[config.mk]
export PLATFORM = sky130hd
export DESIGN_NAME = board_debug_console
export DESIGN_NICKNAME = d
export VERILOG_FILES = /design/src/rtl/board_dbg_pkg.sv /design/src/rtl/btn_debounce.sv /design/src/rtl/board_debug_console.sv
export SDC_FILE = /design/constraint.sdc
export NUM_CORES = 1
export LEC_CHECK = 0
export ABC_AREA = 1
export BUFFER_PORTS_ARGS = -buffer_cell sky130_fd_sc_hd__buf_4
export CAP_MARGIN = 5
export CORE_MARGIN = 10
export CORE_UTILIZATION = 35
export DETAILED_ROUTE_END_ITERATION = 6
export GPL_TIMING_DRIVEN = 0
export PLACE_DENSITY_LB_ADDON = 0.15
export SLEW_MARGIN = 30
export SYNTH_ARGS = -nofsm -noshare
export SYNTH_HDL_FRONTEND = slang
export SYNTH_HIERARCHICAL = 1
export SYNTH_SLANG_ARGS = --single-unit
[constraint.sdc]
create_clock -name clk -period 1.9 [get_ports clk]
set_clock_uncertainty 0.2 [all_clocks]
set_input_delay 0.38 -clock clk [delete_from_list [all_inputs] [get_ports clk]]
set_output_delay 0.38 -clock clk [all_outputs]
set_load 0.01 [all_outputs]
[src/rtl/board_dbg_pkg.sv]
// board_dbg_pkg: shared types, segment table and helpers for the board debug console
package board_dbg_pkg;
  typedef enum logic [1:0] {RUN, HALT, STEP} mode_t;
  localparam logic [6:0] SEG_BLANK = 7'b1111111;
  localparam logic [15:0][6:0] SEG_TAB = {
    7'h0E, 7'h06, 7'h21, 7'h46, 7'h03, 7'h08, 7'h10, 7'h00,
    7'h78, 7'h02, 7'h12, 7'h19, 7'h30, 7'h24, 7'h79, 7'h40
  };
  function automatic int pages(input int num_digits);
    return (8 + num_digits - 1) / num_digits;
  endfunction
  function automatic logic [6:0] hex_seg(input logic [3:0] v);
    return SEG_TAB[v];
  endfunction
endpackage

[src/rtl/btn_debounce.sv]
// btn_debounce: 2-flop synchroniser, level debouncer and one-cycle press pulse
// Ports: clk, rst (sync, active-high), btn_n (raw active-low button), press (pulse on accepted 1->0)
module btn_debounce #(
  parameter int CYC = 500_000
) (
  input  logic clk,
  input  logic rst,
  input  logic btn_n,
  output logic press
);
  localparam int CW = $clog2(CYC + 1);
  logic s0, s1, lvl, acc;
  logic [CW-1:0] cnt;
  // cnt counts consecutive samples that differ from the accepted level
  assign acc = (s1 != lvl) && (cnt == CW'(CYC - 1));
  always_ff @(posedge clk) begin
    if (rst) begin
      s0 <= 1'b1;
      s1 <= 1'b1;
      lvl <= 1'b1;
      cnt <= '0;
      press <= 1'b0;
    end else begin
      s0 <= btn_n;
      s1 <= s0;
      cnt <= (s1 == lvl || acc) ? '0 : cnt + 1'b1;
      lvl <= acc ? s1 : lvl;
      press <= acc & ~s1;
    end
  end
endmodule

[src/rtl/board_debug_console.sv]
// board_debug_console: RUN/HALT/STEP clock-enable controller with paged seven-segment result display
// Ports: clk, rst (sync, active-high), btn_mode_n/btn_step_n/btn_page_n (raw active-low buttons),
//   cpu_result (CPU word), cpu_ce (CPU enable pulse), mode_led {halted,running}, ledr (word LSBs),
//   hex (active-low digits, digit d at [7d+6:7d]).
// Build option LEADING_ZERO_BLANK_EN blanks digits above the page's most-significant non-zero nibble.
module board_debug_console
  import board_dbg_pkg::*;
#(
  parameter int DIV          = 25_000_000,
  parameter int DEBOUNCE_CYC = 500_000,
  parameter int NUM_DIGITS   = 2,
  parameter int LED_W        = 10
) (
  input  logic                    clk,
  input  logic                    rst,
  input  logic                    btn_mode_n,
  input  logic                    btn_step_n,
  input  logic                    btn_page_n,
  input  logic [31:0]             cpu_result,
  output logic                    cpu_ce,
  output logic [1:0]              mode_led,
  output logic [LED_W-1:0]        ledr,
  output logic [7*NUM_DIGITS-1:0] hex
);
  localparam int PAGES = pages(NUM_DIGITS);
  localparam int CW = $clog2(DIV);
`ifdef LEADING_ZERO_BLANK_EN
  localparam bit LZB = 1'b1;
`else
  localparam bit LZB = 1'b0;
`endif
  logic mode_p, step_p, page_p, tick, ce_d;
  logic [CW-1:0] cnt;
  logic [2:0] page;
  logic [31:0] word;
  logic [3:0] nib [NUM_DIGITS];
  logic [7*NUM_DIGITS-1:0] hex_nx;
  int msd;
  mode_t state;
  btn_debounce #(.CYC(DEBOUNCE_CYC)) u_mode (.clk(clk), .rst(rst), .btn_n(btn_mode_n), .press(mode_p));
  btn_debounce #(.CYC(DEBOUNCE_CYC)) u_step (.clk(clk), .rst(rst), .btn_n(btn_step_n), .press(step_p));
  btn_debounce #(.CYC(DEBOUNCE_CYC)) u_page (.clk(clk), .rst(rst), .btn_n(btn_page_n), .press(page_p));
  assign tick = cnt == CW'(DIV - 1);
  always_ff @(posedge clk) begin
    if (rst) cnt <= '0;
    else cnt <= tick ? '0 : cnt + 1'b1;
  end
  always_ff @(posedge clk) begin
    if (rst) begin
      state <= RUN;
      cpu_ce <= 1'b0;
      mode_led <= 2'b01;
    end else begin
      case (state)
        RUN: begin
          cpu_ce <= tick;
          if (mode_p) begin
            state <= HALT;
            mode_led <= 2'b10;
          end
        end
        HALT: begin
          cpu_ce <= !mode_p && step_p;
          if (mode_p) begin
            state <= RUN;
            mode_led <= 2'b01;
          end else if (step_p) state <= STEP;
        end
        default: begin
          cpu_ce <= 1'b0;
          state <= HALT;
        end
      endcase
    end
  end
  always_comb begin
    hex_nx = '0;
    msd = 0;
    nib = '{default: 4'h0};
    for (int d = 0; d < NUM_DIGITS; d++) begin
      nib[d] = (int'(page) * NUM_DIGITS + d < 8) ? 4'(word >> (4 * (int'(page) * NUM_DIGITS + d))) : 4'h0;
      if (nib[d] != 4'h0) msd = d;
    end
    for (int d = 0; d < NUM_DIGITS; d++)
      hex_nx[7*d +: 7] = ((int'(page) * NUM_DIGITS + d > 7) || (LZB && d > msd)) ? SEG_BLANK : hex_seg(nib[d]);
  end
  // word is taken one cycle after cpu_ce so it holds the CPU's post-update result
  always_ff @(posedge clk) begin
    if (rst) begin
      ce_d <= 1'b0;
      word <= '0;
      page <= '0;
      ledr <= '0;
      hex <= {NUM_DIGITS{hex_seg(4'h0)}};
    end else begin
      ce_d <= cpu_ce;
      word <= ce_d ? cpu_result : word;
      page <= page_p ? ((page == 3'(PAGES - 1)) ? 3'd0 : page + 3'd1) : page;
      ledr <= word[LED_W-1:0];
      hex <= hex_nx;
    end
  end
endmodule

==> out/summary.txt <==
Status -> finished with violations
Violations in the final reports -> setup timing
Die Ht -> 169 um
Layout cells sized above 1 -> 19.9%
Horiz. Die Dim -> 169 um
FFs w/ async S/R, synth -> 0%
Worst Hold Depth -> 3
Capturing point of the worst reg2reg path -> hex[0]
Critical Path Fanout Max -> 5
Met2 wire length -> 9.10 mm
CP cell instances -> buf_8 > clkbuf_16 > a21oi_4 > o21ai_4 > nand2_4 > nor2_4 > buf_6 > ha_4 > nand2_2 > nand2_2 > nand2_2 > nand2_1 > o21ai_1 > inv_1
Hold WS -> 59.7 ps
Overall routing resource usage -> 13.4%
Yosys reg bits -> 159
Final Max Slew Viols -> 0
Post-synth top cells -> nand2_1 (255), nor2_1 (213), dfxtp_1 (159)
Combinational share of power -> 3.1%
Synth Flop Type -> dfxtp_1
Switching power -> 1.44 mW
CTS tree -> yes
Post-DR vias/cell -> 4.52
WS Path Type -> flip-flop to flip-flop
Filler cells -> 2256
Highest routed layer -> met4
Crit path max-delay family -> buffers and inverters
IO Port Bufs -> 63
Hold Path Sink -> word[8]
Mapped Cells -> 1096
HP Class -> input port to flip-flop
CP startpoint kind -> flip-flop
Final core utilization -> 45.0%
GRT overflow -> 0
Crit path top cell by count -> nand2_2
HPWL after detailed placement -> 14.2 mm
Synth-to-Final Area Change -> 26.8%
Hold Vio Cnt, Final -> 0
Diodes inserted -> 0
Minimum clock period -> 2040 ps
Worst Path Required -> 2020 ps
RSZ-0062 raised after global routing -> true
Register Area -> 3190 um2
Num CTS Buffers -> 17
Worst Path Arrival -> 2160 ps
CTS H-tree depth -> 4
Finished layout cell area -> 9830 um2
Crit path largest cell delay -> 370 ps
DRT Wirelength -> 19.3 mm
DR WL met3 -> 808 um
DR pass1 iterations -> 5
Static Leakage -> 3.90 nW
Clk root buf -> clkbuf_16
Metal-1 WL -> 9.26 mm
Reg2reg start -> page[0]
Post-synth EDFFs -> 0
Distinct cells, synth -> 40
Later-pin clock latency in the skew report -> 430 ps
Worst Hold Launch -> cpu_result[8]
Yosys top cell area share -> 41.1%
DIE AREA -> 28500 um2
Worst reg2reg path depth -> 14
Worst Tran Pin Value -> 618 ps
DR WL/cell -> 12.8 um
Relative slew slack -> 58.8%
DR iter-0 viols -> 278
Syn Area/Cell -> 7.07 um2
FF-to-FF setup slack -> -140 ps
Max Cap Violations -> 0
Sw frac -> 20.7%
Clk pin slew, worst setup/hold paths -> 60 ps
Core Rows -> 54
First-pass GRT wire length -> 31.4 mm
Initial antenna violation count -> 0
Final nets -> 1275
CTS Buffer Depth -> 2
Clock power frac -> 48.7%
Syn Nets -> 1148
Vias in the first global route -> 6575
Sinks on the clock net -> 159
Synth area leader -> dfxtp_1
Top-count cell post-synth -> nand2_1
Peak VDD IR -> 0.000564 V
Sequential power share -> 48.2%
DRC Markers -> 0
Final setup vio count -> 8
Slowest-stage cell, CP -> dfxtp_4
Initial core utilization -> 35.5%
Largest net degree at the start of global routing -> 18
Main area contributors after synthesis -> dfxtp_1 (41%), nand2_1 (12%), nor2_1 (10%)
Core ar. -> 21800 um2
Total negative setup slack -> -475 ps
Seq/Total Area, Yosys -> 41.1%
GPL Wtd Cong -> 0.858
Multi-input logic area -> 4140 um2
Routed Antenna Nets -> 0
Post-route worst setup slack -> -139 ps
Maximum clock rate -> 0.491 GHz
Vias -> 6833
Num ports -> 64
Post-DP Area -> 8580 um2
Number of buffers and inverters on the critical path -> 4
Pint -> 5.52 mW
Ys Warns -> 6
Pwr/cell area -> 708 nW/um2
CP Capture Type -> flip-flop
Total power -> 6.96 mW
Period utilization -> 107%
Mapped Area -> 7750 um2
[power groups by stage]
stage / combinational (mW) / clock (mW) / sequential [mW]
2_1_floorplan: 0.0735 / 0 / 3.43
3_3_place_gp: 0.168 / 0 / 3.43
5_1_grt: 0.234 / 3.62 / 3.35
6_report: 0.212 / 3.39 / 3.35
4_1_cts: 0.210 / 3.48 / 3.35
3_5_place_dp: 0.168 / 0 / 3.43
[logic make-up (layout without fill, tap and decap cells)]
kind of cell,after synthesis,in the layout,share of synthesized area [%]
buf+inv,157,293,8.62
fa+ha+maj,15,15,2.42
simple gates,615,615,35.5
compound gates,110,110,7.83
xor+xnor,40,40,4.52
flops,159,159,41.1
[worst reg2reg max path, stage by stage (launching register included)]
cell and delay [ps]:
dfxtp_4 370, buf_8 140, clkbuf_16 160, a21oi_4 150, o21ai_4 80, nand2_4 80, nor2_4 50, buf_6 140
ha_4 170, nand2_2 90, nand2_2 60, nand2_2 80, nand2_1 60, o21ai_1 70, inv_1 50
[area by class of cell]
cell class	instances	area share [%]
inverters	133	5.22
plain buffers	24	1.76
multi-input cells	780	42.1
clock inverters	8	1.20
clock buffers	20	4.54
flip-flops and latches	159	32.5
well taps	280	3.56
repair buffers	108	9.18
[layout by cell type (no fill, tap or decap), types with 5 or more instances in the layout]
master / instances
nand2_1: 246
nor2_1: 209
dfxtp_1: 156
inv_1: 117
buf_4: 79
nand3_1: 48
o21ai_0: 44
a21oi_1: 35
xor2_1: 29
dlygate4sd3_1: 25
clkbuf_16: 18
nand2_2: 15
nor2_4: 15
a21oi_2: 14
nand4_1: 13
clkbuf_1: 12
nor2_2: 12
nand3_2: 11
xnor2_1: 11
nor3_1: 10
ha_1: 10
buf_6: 9
inv_2: 9
nand2_4: 9
or2_2: 8
clkinv_2: 7
nor3_2: 5
o21ai_1: 5
nand3b_1: 5
[per-layer routing]
metal,GRT usage [%],vias to the layer above
li1,-,3664
met1,17.0,3069
met2,21.7,90
met3,3.73,10
met4,3.90,0
met5,0,-
[sequential cells by signal (all words and copies together) (netlist names), 2 cells and up]
name / cells
cnt: 25
hex: 14
ledr: 10
mode_led: 2
page: 3
state: 2
u_mode/cnt: 19
u_page/cnt: 19
u_step/cnt: 19
word: 32
[metrics by stage]
step           instances  setup WS, ps
6_report            1512          -139
5_1_grt             1512          -212
4_1_cts             1505         -83.0
3_5_place_dp        1439          -262
3_3_place_gp        1439          -252
2_1_floorplan       1096          17.7
[what timing repair did]
item                                   in CTS  in global routing
pin swaps                                  10                 19
setup buffers                              13                  6
cloned                                      0                  1
setup endpoints to repair                  14                 43
gates resized for setup                    23                 46
endpoints found under the hold margin      25                  0
hold buffers                               25                  0
[worst max path at each step]
| stage | to | start | depth (start not counted) |
|---|---|---|---|
| after floorplan | hex[1] | page[0] | 10 |
| after global placement | hex[3] | page[0] | 13 |
| after detailed placement | hex[10] | page[0] | 14 |
| after CTS | hex[0] | page[0] | 14 |
| after global routing | hex[0] | page[0] | 14 |
| final | hex[0] | page[0] | 14 |
No activity file was read; power rests on OpenSTA's default activity.
